[src/rtl/filter_frame_writer.sv]
// Ping-pong frame-buffer writer for the RGB444 filter output stream.
// Pixels arrive in raster order; banks flip only on vsync after a complete frame.
module filter_frame_writer #(
   parameter int DATA_WIDTH = 12,
   parameter int ADDR_WIDTH = 17,
   parameter int MAX_WIDTH  = 320,
   parameter int MAX_HEIGHT = 240
) (
   input  logic                  clk,
   input  logic                  reset,
   input  logic                  ready_in,
   input  logic [DATA_WIDTH-1:0] data_in,
   input  logic [8:0]            image_height,
   input  logic [9:0]            image_width,
   input  logic                  display_vsync,
   output logic                  wr_en,
   output logic                  wr_bank,
   output logic [ADDR_WIDTH-1:0] wr_addr,
   output logic [DATA_WIDTH-1:0] wr_data,
   output logic                  rd_bank,
   output logic                  frame_done,
   output logic                  frame_error
);

   typedef enum logic [1:0] {WAIT_LOW, IDLE, CAPTURE, DRAIN} state_t;

   localparam logic [ADDR_WIDTH-1:0] ADDR_ONE = ADDR_WIDTH'(1);

   state_t                state_q, state_d;
   logic [9:0]            col_q, col_d, width_q, width_d;
   logic [8:0]            row_q, row_d, height_q, height_d;
   logic [ADDR_WIDTH-1:0] addr_q, addr_d, wr_addr_q, wr_addr_d;
   logic [DATA_WIDTH-1:0] wr_data_q, wr_data_d;
   logic                  pending_q, pending_d;
   logic                  rd_bank_q, rd_bank_d;
   logic                  wr_en_q, wr_en_d;
   logic                  done_q, done_d;
   logic                  error_q, error_d;

   logic [9:0]            col_cur, w_cur;
   logic [8:0]            row_cur, h_cur;
   logic [ADDR_WIDTH-1:0] addr_cur;
   logic                  accept, size_bad, last_col, last_pix;

   always_comb begin
      state_d   = state_q;
      col_d     = col_q;
      row_d     = row_q;
      addr_d    = addr_q;
      width_d   = width_q;
      height_d  = height_q;
      pending_d = pending_q;
      rd_bank_d = rd_bank_q;
      wr_addr_d = wr_addr_q;
      wr_data_d = wr_data_q;
      error_d   = error_q;
      wr_en_d   = 1'b0;
      done_d    = 1'b0;
      accept    = 1'b0;

      // In IDLE the first pixel uses the live size inputs and zeroed counters
      col_cur  = (state_q == IDLE) ? 10'd0 : col_q;
      row_cur  = (state_q == IDLE) ? 9'd0 : row_q;
      addr_cur = (state_q == IDLE) ? '0 : addr_q;
      w_cur    = (state_q == IDLE) ? image_width : width_q;
      h_cur    = (state_q == IDLE) ? image_height : height_q;
      last_col = (col_cur == w_cur - 10'd1);
      last_pix = last_col && (row_cur == h_cur - 9'd1);
      size_bad = (image_width == 10'd0) || (image_height == 9'd0) ||
                 (image_width > 10'(MAX_WIDTH)) || (image_height > 9'(MAX_HEIGHT));

      if (display_vsync && (pending_q || done_q)) begin
         rd_bank_d = ~rd_bank_q;
         pending_d = 1'b0;
      end

      case (state_q)
         WAIT_LOW: if (!ready_in) state_d = IDLE;
         IDLE: begin
            if (ready_in) begin
               width_d   = image_width;
               height_d  = image_height;
               col_d     = '0;
               row_d     = '0;
               addr_d    = '0;
               pending_d = 1'b0;
               if (size_bad) begin
                  error_d = 1'b1;
                  state_d = DRAIN;
               end else begin
                  accept  = 1'b1;
                  state_d = CAPTURE;
               end
            end
         end
         CAPTURE: begin
            if (ready_in) begin
               accept = 1'b1;
            end else begin
               error_d = 1'b1;
               state_d = IDLE;
            end
         end
         DRAIN: begin
            if (ready_in) error_d = 1'b1;
            else          state_d = IDLE;
         end
         default: state_d = WAIT_LOW;
      endcase

      if (accept) begin
         wr_en_d   = 1'b1;
         wr_addr_d = addr_cur;
         wr_data_d = data_in;
         addr_d    = addr_cur + ADDR_ONE;
         if (last_col) begin
            col_d = '0;
            row_d = row_cur + 9'd1;
         end else begin
            col_d = col_cur + 10'd1;
            row_d = row_cur;
         end
         if (last_pix) begin
            state_d   = DRAIN;
            pending_d = 1'b1;
            done_d    = 1'b1;
         end
      end
   end

   always_ff @(posedge clk) begin
      if (reset) begin
         state_q   <= WAIT_LOW;
         col_q     <= '0;
         row_q     <= '0;
         addr_q    <= '0;
         width_q   <= '0;
         height_q  <= '0;
         pending_q <= 1'b0;
         rd_bank_q <= 1'b0;
         wr_addr_q <= '0;
         wr_data_q <= '0;
         wr_en_q   <= 1'b0;
         done_q    <= 1'b0;
         error_q   <= 1'b0;
      end else begin
         state_q   <= state_d;
         col_q     <= col_d;
         row_q     <= row_d;
         addr_q    <= addr_d;
         width_q   <= width_d;
         height_q  <= height_d;
         pending_q <= pending_d;
         rd_bank_q <= rd_bank_d;
         wr_addr_q <= wr_addr_d;
         wr_data_q <= wr_data_d;
         wr_en_q   <= wr_en_d;
         done_q    <= done_d;
         error_q   <= error_d;
      end
   end

   assign wr_en       = wr_en_q;
   assign wr_addr     = wr_addr_q;
   assign wr_data     = wr_data_q;
   assign rd_bank     = rd_bank_q;
   assign wr_bank     = ~rd_bank_q;
   assign frame_done  = done_q;
   assign frame_error = error_q;

endmodule

[config.mk]
export PLATFORM = sky130hd
export DESIGN_NAME = filter_frame_writer
export DESIGN_NICKNAME = d
export VERILOG_FILES = /design/src/rtl/filter_frame_writer.sv
export SDC_FILE = /design/constraint.sdc
export NUM_CORES = 1
export LEC_CHECK = 0
export ABC_CLOCK_PERIOD_IN_PS = 8500
export CAP_MARGIN = 20
export CORE_ASPECT_RATIO = 1.1
export CORE_MARGIN = 8
export CORE_UTILIZATION = 30
export DETAILED_ROUTE_END_ITERATION = 10
export PLACE_DENSITY_LB_ADDON = 0.12
export SYNTH_ARGS = -nofsm -noshare
export SYNTH_HDL_FRONTEND = slang
export SYNTH_SLANG_ARGS = --single-unit
[constraint.sdc]
create_clock -name clk -period 8.5 [get_ports clk]
set_input_delay 0.85 -clock clk [delete_from_list [all_inputs] [get_ports clk]]
set_output_delay 0.85 -clock clk [all_outputs]
set_load 0.005 [all_outputs]
[Word level (Yosys, flattened, before mapping)]
Index checks and enable logic that the tools add are counted.
Storage, ports and cells
  flip-flop bits (word level): 91
  logic and storage cells: 86
  output and inout bits: 34
Cells by class
  order comparisons: 2
  reduce and logical (&&, ||, !) cells: 17
  equality and inequality tests: 9
  multiplexer cells: 38
  bitwise operators: 2
  add/subtract/negate cells: 5
Operator list (number)
  $mux W17: 4
  $mux W10: 6
  $mux W9: 6
  $add A17 B1 Y17 const B: 1
  $mux W1: 15
  $add A10 B1 Y10 const B: 1
  $eq A10 B10 Y1: 1
  $gt A10 B9 Y1 const B: 1
  $logic_not A10 Y1: 1
  $sub A10 B1 Y10 const B: 1
  $add A9 B1 Y9 const B: 1
  $eq A9 B9 Y1: 1
  $gt A9 B8 Y1 const B: 1
  $logic_not A9 Y1: 1
  $sub A9 B1 Y9 const B: 1
  $mux W2: 4
  $ne A2 B2 Y1 const B: 4
  $reduce_and A5 Y1: 1
  $eq A2 B2 Y1 const B: 2
  $logic_or A1 B1 Y1: 4
  $pmux W2 S2: 1
  $reduce_and A2 Y1: 2
  $reduce_bool A2 Y1: 2
  $pmux W1 S3: 1
  8 further kinds: 10

[Logic depth before layout (Yosys ltp)]
Gate-level depths: netlist of run 1.
  word-level depth: 9
  gate-level depth with buffers: 18
  mapped depth without buffers: 12

[Worst setup path before layout of run 1]
Ideal clock, no wire load.
  kind: register to register
  from: reg state_q[1]
  to: reg col_q[7]
  cell stages (with the launch flop): 19
  arrival: 3.968 ns
  setup time: 0.124 ns
  setup slack: 4.409 ns
  data required time: 8.376 ns
  path through: dfxtp_1 inv_1 ha_1 buf_4 clkbuf_1 buf_1 clkbuf_1 buf_1 buf_1 mux2i_1 ha_1 xnor2_1 nor3_1 a31oi_1 a2111o_1 nor3_4 buf_6 a2bb2oi_1 o31ai_1
Between the ends
  longest elaborated chain between the ends: 6
  elaborated cells on any way between the ends: 13
  classes of those cells: add/sub (2); eq/ne (3); mux (5); reduce/logical (3)
Ends and longest elaborated chain
  start: declaration: line 29  | state_t state_q, state_d;
  start signal: assignment: line 147  | state_q <= state_d;
  $eq A2 B1 Y1: line 62, 65, 77
  $mux W10: line 65  | w_cur = (state_q == IDLE) ? image_width : width_q;
  $sub A10 B1 Y10: line 67  | last_col = (col_cur == w_cur - 10'd1);
  $eq A10 B10 Y1: line 67
  $mux W10: line 116  | if (last_col) begin
  $mux W10: line 111  | if (accept) begin
  end signal: assignment: line 148  | col_q <= col_d;
  end: declaration: line 30  | logic [9:0] col_q, col_d, width_q, width_d;
Several ways; a longest one is shown, not always the timed one.
A chain may end at the register's enable or synchronous reset.

[Worst setup path in the final report of run 1]
  from: reg state_q[1]
  to: reg col_q[2]
The elaborated chain is that of the path after synthesis.

==> results of run 1 <==
## final cells by class
type                    instances  area (um^2)
clock buffers                   9          225
clock inverters                 6         90.1
fillers                      1711        10200
inverters                      11         41.3
multi-input cells             485         2890
flip-flops and latches         91         1820
well taps                     204          255
repair buffers                 73          713
## metal layers
layer | up-vias | global-route usage [%] | wire (um) | share of wire, %
met5 | - | 0 | 0 | 0
met4 | 0 | 4.63 | 229 | 1.7
met3 | 16 | 2.42 | 720 | 5.2
met1 | 2126 | 17.4 | 6420 | 47
met2 | 97 | 22.4 | 6410 | 47
li1 | 2313 | - | - | -
## cells by family (layout without fill, tap and decap cells)
group / count (synthesis) / count (layout)
compound gates: 149 / 149
mux: 15 / 15
flops: 91 / 91
xor+xnor: 36 / 36
simple gates: 276 / 276
fa+ha+maj: 9 / 9
buf+inv: 49 / 99
## power breakdown
| part | switching (W) | total, W | internal (W) |
|---|---|---|---|
| registers | 0.00000861 | 0.000443 | 0.000435 |
| clock network | 0.000175 | 0.000432 | 0.000257 |
| logic | 0.000110 | 0.000185 | 0.0000750 |
| total | 0.000293 | 0.00106 | 0.000767 |
## worst min-delay path, cell delays in order, from the launching register on
cell and delay, ps:
dfxtp_1 310, nand2_1 50, a21oi_1 50
## how the worst max path moves through the flow
stage	from	endpoint	slack, ps	cells past startpoint
final	state_q[1]	col_q[2]	4370	10
after global routing	state_q[1]	addr_q[5]	4110	10
after CTS	state_q[1]	addr_q[2]	4390	9
after detailed placement	image_width[2]	col_q[2]	4230	8
after global placement	image_height[0]	addr_q[2]	4300	8
after floorplan	state_q[1]	col_q[7]	4410	18
## registers in the layout, summed over array words and instances (netlist names)
name	flops
addr_q	17
col_q	10
frame_done	1
frame_error	1
height_q	9
pending_q	1
rd_bank	1
row_q	9
state_q	2
width_q	10
wr_addr	17
wr_data	12
wr_en	1
## cells in the final DEF (no fill, tap or decap), drive strengths merged, types with 11 or more instances in the layout
cell	n
o21ai	24
nor2b	13
nand2	120
inv	11
nand3	31
nor3	16
clkdlybuf4s50	67
nor4	13
mux2i	14
xor2	12
nor2	42
dfxtp	91
xnor2	23
a21oi	58
## stage by stage
step / total power (W) / area [um^2] / util, % / cells
2_1_floorplan: 0.000582 / 4900 / - / 625
3_3_place_gp: 0.000638 / 5720 / 35.3 / 864
3_5_place_dp: 0.000639 / 5720 / 35.3 / 864
4_1_cts: 0.00108 / 6030 / 37.3 / 879
5_1_grt: 0.00111 / 6030 / 37.3 / 879
6_report: 0.00106 / 6030 / 37.3 / 879
==> impl_results.md, run 1 <==
- Post-synthesis mux area share: ~3.1%
- Core Footprint: between 0.015 and 0.02 mm^2
- Die area: 0.0207 mm^2
- RSZ-0062 raised after global routing: false
- Synth-to-layout area growth: 23.1%
- Drt drc: 0
- 1st-pass router iterations: 6
- Syn Nets: roughly 670
- HP Class: reg2reg
- Reg-to-reg endpoint: col_q[2]
- Complex-gate fraction of the synthesized area: slightly below 20%
- Chip Width: around 140 um
- Yosys top cell area share: 37.2%
- Crit-path max cell delay: ~660 ps
- WP data required: 8730 ps
- Max_slew headroom: approximately a third
- Rows: 49
- Register bit total from synthesis: 91
- Top post-synthesis cells by area: dfxtp_1, nand2_1, a21oi_1
- First-pass GRT wire length: 22700 um
- Post-Synth XOR/XNOR Area: around 6.7%
- Routed WL: ~14000 um
- Worst R2R Start: state_q[1]
- Simple-gate share of the synthesized area: 26.7%
- Final HPWL DP: ~9700 um
- Power per cell area: ~180 mW/mm^2
- Gr usage total: a little over an eighth
- FMAX: between 200 and 250 MHz
- Post-synthesis cell area: 0.00490 mm^2
- Final clock skew: between 9 and 10 ps
- VDD IR max: a little over 0.08 mV
- PostCTS Resize Cnt: 0
- Largest family of logic cells by synthesized area: simple AND/OR/NAND/NOR gates
- Slowest cell on crit path: nor3_4
- CTS Hold Bufs: 0
- Nets: around 720
- Max Root-Sink Buffers: 2
- Slew @ Worst Pin: a little under 1000 ps
- CTS tree: built
- FF-to-FF path depth: 10
- Routability cong.: about 0.81
- Average size of a mapped cell: ~7.8 um^2
- CTS HTree Levels: 3
- Max-Cap Viols: 0
- Crit Path Class: reg2reg
- CP delay by family, top: compound AO/OA/AOI/OAI gates
- Post-DRT Antenna Nets: 0
- Clock sinks: 91
- Yosys cell types: between 60 and 70
- Hold Slack: 453 ps
- Final Hold Vio Count: 0
- Antenna violations before repair: 0
- Io pins: 69
- Die H: roughly 150 um
- Synth warnings: 0
- Clk root buf: clkbuf_16
- Worst path bufs/invs: 2
- CP Launch Type: register
- Commonest cells in the synthesized netlist: nand2_1, dfxtp_1, a21oi_1
- Final min period: 4130 ps
- R2R Setup Slk: roughly 4400 ps
- Hold EP: wr_addr[4]
- Detailed Route Iter0 Violations: around 250
- Period utilization: roughly 49%
- Final setup fails: 0
- Reg clk slew, reported paths: 70 ps
- Vias in the first global route: ~4400
- Mapped Cells: approximately 630
- Most numerous cell in the Yosys netlist: nand2_1
- Leak Pwr: approximately 2.1 nW
- Largest net degree at the start of global routing: 72
- Adder-cell share of the synthesized area: 2.30%
- Detailed-route via count: around 4600
- Initial core utilization: between 30% and 40%
- Setup_tns: 0 ps
- Crit end category: register
- Fin. max-slew vios: 0
- Post-synth EDFFs: 0
- Buffers added on ports: just under 70
- Hold Startpoint: wr_addr[4]
- Worst path arrival time: roughly 4400 ps
- TritonCTS Buffers: 9
- Routed WL per cell: 15.7 um
- Cell taking the most area after synthesis: dfxtp_1
- Share of layout cells above drive strength 1: under 10%
- Worst-Skew Late Latency: 340 ps
- Critical Path Fanout Max: 71
- Drt via density: just over 5
- Top FF cell, synth: dfxtp_1
- Worst setup margin: 4370 ps
- Worst slack at placement: 4230 ps
- Crit path top cell by count: a2111o_1
- Asr flop ratio synth: 0%
- Crit path cell chain: inv_1 > ha_2 > buf_4 > or3b_1 > o22a_1 > a2111o_1 > a2111o_1 > nor3_4 > nor2_1 > a32o_1
- Antenna diodes: 0
- Seq/Total Area, Yosys: approximately 37%
- Status: completed
- Setup Fix Bufs, Post-CTS: 0
- Hold depth: 2
- Remaining Overflow, GRT: 0
(Power assumes the default switching activity.)
==> run 2, diff against run 1 <==
--- a/config.mk
+++ b/config.mk
@@ -5,7 +5,7 @@
 export SDC_FILE = /design/constraint.sdc
 export NUM_CORES = 1
 export LEC_CHECK = 0
-export ABC_CLOCK_PERIOD_IN_PS = 8500
+export ABC_CLOCK_PERIOD_IN_PS = 4100
 export CAP_MARGIN = 20
 export CORE_ASPECT_RATIO = 1.1
 export CORE_MARGIN = 8
==> constraint.sdc (replaced) <==
create_clock -name clk -period 4.1 [get_ports clk]
set_input_delay 0.41 -clock clk [delete_from_list [all_inputs] [get_ports clk]]
set_output_delay 0.41 -clock clk [all_outputs]
set_load 0.005 [all_outputs]
==> run 2 against run 1 <==
Against the previous run: total power increased by 100%; via count is 0.40% higher; critical path depth grew 2; setup slack worse by 3800 ps; maximum frequency is 17% higher; sequential share of layout area down 0.11 points; clock power grew 88%; clock skew is 2.9 ps higher; register-to-register slack worse by 3800 ps; non-clock buffer count increased by 7; critical endpoint unchanged; largest power group unchanged; highest routed layer unchanged.
==> impl_results.md, run 2 (synthesis results as in run 1) <==
- Chip Width: 138 um
- Worst setup margin: around 580 ps
- Crit-path max cell delay: just over 500 ps
- Die area: a little over 0.02 mm^2
- Final Core Density: a little under two fifths
- Buffers added on ports: 68
- PostCTS Resize Cnt: 0
- CTS Hold Bufs: 0
- Detailed Route Iter0 Violations: ~300
- Worst path arrival time: approximately 3800 ps
- Met1 GRT Util: 18.0%
- Remaining Overflow, GRT: 0
- Core Footprint: 0.0162 mm^2
- Crit path cell chain: inv_1 > ha_2 > buf_4 > mux2i_1 > ha_1 > xnor2_1 > nor3_1 > a31oi_1 > a2111o_1 > nor3_4 > nor2_1 > a32o_1
- 1st-pass router iterations: 5
- Reg power frac: roughly 43%
- P_sw: about 0.00063 W
- Drt drc: 0
- Max-Cap Viols: 0
- CTS tree: built
- Final min period: roughly 3500 ps
- Routed WL: about 14000 um
- Met2 Track Usage GR: 21.5%
- Commonest non-fill, non-tap cell in the layout: nand2_1
- Fillers: around 1700
- Critical Path Fanout Max: 16
- Fin. max-slew vios: 0
- Grt met3 use: 2.42%
- Status: completed
- WP data required: 4340 ps
- Initial core utilization: slightly above 30%
- Internal cell power: 0.00150 W
- CTS HTree Levels: 3
- Antenna diodes: 0
- Final clock skew: ~12 ps
- Hold depth: 2
- Slowest cell on crit path: nor3_4
- Drt via density: roughly 5.2
- Period utilization: 85.8%
- FF-to-FF path depth: 12
- Sw Ratio: between 20% and 30%
- Reg clk slew, reported paths: ~70 ps
- HP Class: reg2reg
- Antenna violations before repair: 0
- Final HPWL DP: between 9000 and 10000 um
- Total chip power: roughly 0.0021 W
- Share of layout cells above drive strength 1: between 6 and 7%
- TritonCTS Buffers: 9
- First-pass GRT wire length: 22800 um
- Io pins: 69
- FMAX: approximately 280 MHz
- Final Hold Vio Count: 0
- RSZ-0062 raised after global routing: false
- Die H: about 150 um
- Routability cong.: ~0.85
- Max Root-Sink Buffers: 2
- Leak Pwr: around 2.1 nW
- Clk root buf: clkbuf_16
- CP Launch Type: register
- Worst-Skew Late Latency: between 300 and 400 ps
- Crit Path Class: reg2reg
- Rows: ~50
- Setup Fix Bufs, Post-CTS: 0
- Final setup fails: 0
- GRT busiest layer: met2
- Crit end category: register
- Clock sinks: 91
- Synth-to-layout area growth: 23.5%
- VDD IR max: approximately 0.17 mV
- Vias in the first global route: about 4400
- Largest net degree at the start of global routing: between 60 and 70
- Worst slack at placement: about 480 ps
- Routed WL per cell: 15.6 um
- Nets: between 700 and 800
- Gr usage total: ~14%
- Setup_tns: 0 ps
- Power per cell area: ~350 mW/mm^2
- Slew @ Worst Pin: around 760 ps
- Most frequent cells in the layout: nand2_1, dfxtp_1, clkdlybuf4s50_1, a21oi_1, nor2_1
- Post-DRT Antenna Nets: 0
- Max_slew headroom: a little under 50%
- Detailed-route via count: 4570
- Comb pwr share: a little under a fifth
- Clk network pwr share: 38.3%
-- run 2: cell types whose count changed in the layout (fill, tap and decap cells not counted) --
| cell | previous run | this run |
|---|---|---|
| inv_6 | 1 | 3 |
| bufinv_16 | 2 | 0 |
| buf_4 | 5 | 12 |
| clkbuf_8 | 0 | 1 |
| clkinvlp_4 | 1 | 2 |
| clkinv_4 | 1 | 0 |
-- run 2: worst paths after layout --
kind	start	to	slack (ps)
hold reg to reg	wr_addr[9]	wr_addr[9]	450
hold / removal	wr_addr[9]	wr_addr[9]	450
setup / recovery	state_q[1]	col_q[2]	580
setup reg to reg	state_q[1]	col_q[2]	580
-- run 2: critical path: cells and delay by family (launching register included) --
| kind | cells | cell delay [ps] |
|---|---|---|
| multiplexers | 1 | 210 |
| AND/OR/NAND/NOR | 3 | 910 |
| AO/OA/AOI/OAI | 3 | 790 |
| XOR/XNOR | 1 | 130 |
| buffers and inverters | 2 | 340 |
| adder cells (fa/ha/maj) | 2 | 670 |
| flip-flops | 1 | 340 |
-- run 2: cell type report --
| cell class | instances | area, um^2 | area share (%) |
|---|---|---|---|
| clock buffer | 10 | 239 | 3.95 |
| multi-input combinational | 485 | 2890 | 47.7 |
| tap | 204 | 255 | 4.21 |
| clock inverter | 6 | 46.3 | 0.764 |
| sequential | 91 | 1820 | 30.1 |
| timing repair buffer | 80 | 766 | 12.6 |
| inverter | 11 | 41.3 | 0.682 |
-- run 2: layer usage --
metal	part of all wire (%)	vias up	wire length [um]
li1	-	2321	-
met1	48	2123	6670
met2	45	108	6260
met3	5.3	18	731
met4	1.6	0	215
met5	0	-	0
-- run 2: metrics by stage --
stage,std cells,hold WS [ps],area (um^2)
floorplan,625,427,4900
global placement,871,441,5770
detailed placement,871,445,5770
CTS,887,453,6060
global route,887,463,6060
finish,887,450,6060
-- run 2: power by group through the flow --
| stage | Sequential [W] | Clock, W | Combinational, W |
|---|---|---|---|
| after floorplan | 0.000935 | 0 | 0.000271 |
| after global placement | 0.000940 | 0 | 0.000391 |
| after detailed placement | 0.000940 | 0 | 0.000393 |
| after CTS | 0.000920 | 0.000837 | 0.000395 |
| after global routing | 0.000921 | 0.000881 | 0.000435 |
| final | 0.000920 | 0.000813 | 0.000391 |
==> run 3, diff against run 2 <==
--- a/config.mk
+++ b/config.mk
@@ -9,8 +9,9 @@
 export CAP_MARGIN = 20
 export CORE_ASPECT_RATIO = 1.1
 export CORE_MARGIN = 8
-export CORE_UTILIZATION = 30
+export CORE_UTILIZATION = 55
 export DETAILED_ROUTE_END_ITERATION = 10
+export HOLD_SLACK_MARGIN = 0.08
 export PLACE_DENSITY_LB_ADDON = 0.12
 export SYNTH_ARGS = -nofsm -noshare
 export SYNTH_HDL_FRONTEND = slang
==> run 3 against run 2 <==
Against the previous run: first-iteration DRC count is 38% higher; setup slack better by 44 ps; utilization is 29 points higher; via count is 2.2% higher; critical path depth is 2 lower; global-route usage is 7.1 points higher; worst hold slack better by 4.2 ps; total power is 10% lower; sequential power hardly changed; clock skew is 2.1 ps lower; largest cell class unchanged; largest power group unchanged.
==> impl_results.md, run 3 (synthesis results as in run 1) <==
- Antenna violations before repair: 0
- CTS HTree Levels: 3
- Clk root buf: clkbuf_8
- Die area: approximately 0.012 mm^2
- 1st-pass router iterations: 5
- Die H: between 100 and 150 um
- Largest net degree at the start of global routing: 54
- Core Footprint: between 0.008 and 0.009 mm^2
- WP data required: around 4300 ps
- Commonest non-fill, non-tap cell in the layout: nand2_1
- Drt drc: 0
- Most frequent cells in the layout: nand2_1, dfxtp_1, clkdlybuf4s50_1, a21oi_1, nor2_1
- Final std cells w/o fill: 795
- Routed WL per cell: around 16 um
- CTS Hold Bufs: 0
- RSZ-0062 raised after global routing: false
- Remaining Overflow, GRT: 0
- DP Area: ~0.0056 mm^2
- Hold EP: wr_addr[9]
- Crit Path Class: reg2reg
- Gr usage total: a little over a fifth
- Rows: 36
- Synth-to-layout area growth: 18.9%
- Fillers: 800
- Worst R2R Start: state_q[1]
- Period utilization: between 80% and 90%
- Worst-Skew Late Latency: 360 ps
- Hold depth: 2
- Worst setup margin: roughly 630 ps
- CP Launch Type: register
- Setup_tns: 0 ps
- Worst path arrival time: approximately 3700 ps
- Status: completed
- Routed WL: 12400 um
- Worst slack at placement: 637 ps
- Hold Startpoint: wr_addr[9]
- Detailed Route Iter0 Violations: 416
- Final clock skew: 10.1 ps
- Crit end category: register
- TritonCTS Buffers: 9
- Final setup fails: 0
- FMAX: between 200 and 300 MHz
- R2R Setup Slk: between 600 and 700 ps
- Io pins: around 70
- Vias in the first global route: roughly 4500
- HP Class: reg2reg
- PostCTS Resize Cnt: 0
- Power per cell area: approximately 330 mW/mm^2
- Final Hold Vio Count: 0
- Setup Fix Bufs, Post-CTS: 0
- Critical Path Fanout Max: 30
- CTS tree: built
- Clock sinks: just over 90
- Max Root-Sink Buffers: 2
- Placed cell count: approximately 800
- VDD IR max: 0.185 mV
- Chip Width: about 110 um
- Leak Pwr: between 2 and 2.5 nW
- Routability cong.: 0.936
- Nets: 720
- Detailed-route via count: about 4700
- Final min period: approximately 3500 ps
- Reg-to-reg endpoint: addr_q[11]
- Antenna diodes: 0
- Share of layout cells above drive strength 1: 5.58%
- Slew @ Worst Pin: between 1000 and 1500 ps
- Buffers added on ports: just under 70
- Post-DRT Antenna Nets: 0
- First-pass GRT wire length: around 21000 um
- FF-to-FF path depth: 10
- Drt via density: 5.87
- Max_slew headroom: approximately a quarter
- Reg clk slew, reported paths: around 90 ps
- Max-Cap Viols: 0
- Initial core utilization: a little under three fifths
- Post-route cell area: a little under 0.006 mm^2
- Fin. max-slew vios: 0
- Final HPWL DP: ~8900 um
[run 3: per-stage QoR]
step / utilization [%] / hold WS [ps] / power (W)
after floorplan: - / 427 / 0.00121
after global placement: 64.3 / 440 / 0.00132
after detailed placement: 64.3 / 444 / 0.00132
after CTS: 66.4 / 437 / 0.00191
after global routing: 66.4 / 470 / 0.00200
final: 66.4 / 454 / 0.00190
[run 3: final cells by class]
| class | instances | area (um^2) | area share (%) |
|---|---|---|---|
| Sequential cell | 91 | 1820 | 31.2 |
| Inverter | 11 | 41.3 | 0.708 |
| Tap cell | 114 | 143 | 2.45 |
| Clock buffer | 12 | 135 | 2.32 |
| Clock inverter | 4 | 51.3 | 0.880 |
| Timing Repair Buffer | 78 | 751 | 12.9 |
| Multi-Input combinational cell | 485 | 2890 | 49.5 |
[run 3: critical path, stage by stage (launching register included)]
cell	delay, ps
dfxtp_1	360
inv_1	90
ha_2	480
clkinv_1	350
or3_1	420
o41ai_2	550
nand3_1	410
buf_4	360
nor2_1	160
xnor2_1	130
nor2_1	50
[run 3: layer usage]
metal  up-vias  track usage (%)  wire, um
li1       2308                -         -
met1      2173             24.5      5480
met2       158             36.1      5930
met3        30             4.71       730
met4         0             7.70       266
met5         -                0         0
[run 3: worst max-delay path by stage]
stage / slack [ps] / end / from / cells after the start
floorplan: 9 / col_q[7] / state_q[1] / 18
finish: 630 / addr_q[11] / state_q[1] / 10
global placement: 710 / addr_q[11] / image_height[0] / 9
CTS: 630 / addr_q[11] / state_q[1] / 10
detailed placement: 640 / addr_q[11] / image_height[0] / 9
global route: 330 / addr_q[14] / state_q[1] / 9
[run 3: where the power goes]
part           internal (W)  total, W  leakage (nW)  switching [W]
clock network      0.000283  0.000599        0.0906       0.000316
logic              0.000162  0.000387          1.26       0.000225
registers          0.000901  0.000918         0.735      0.0000177
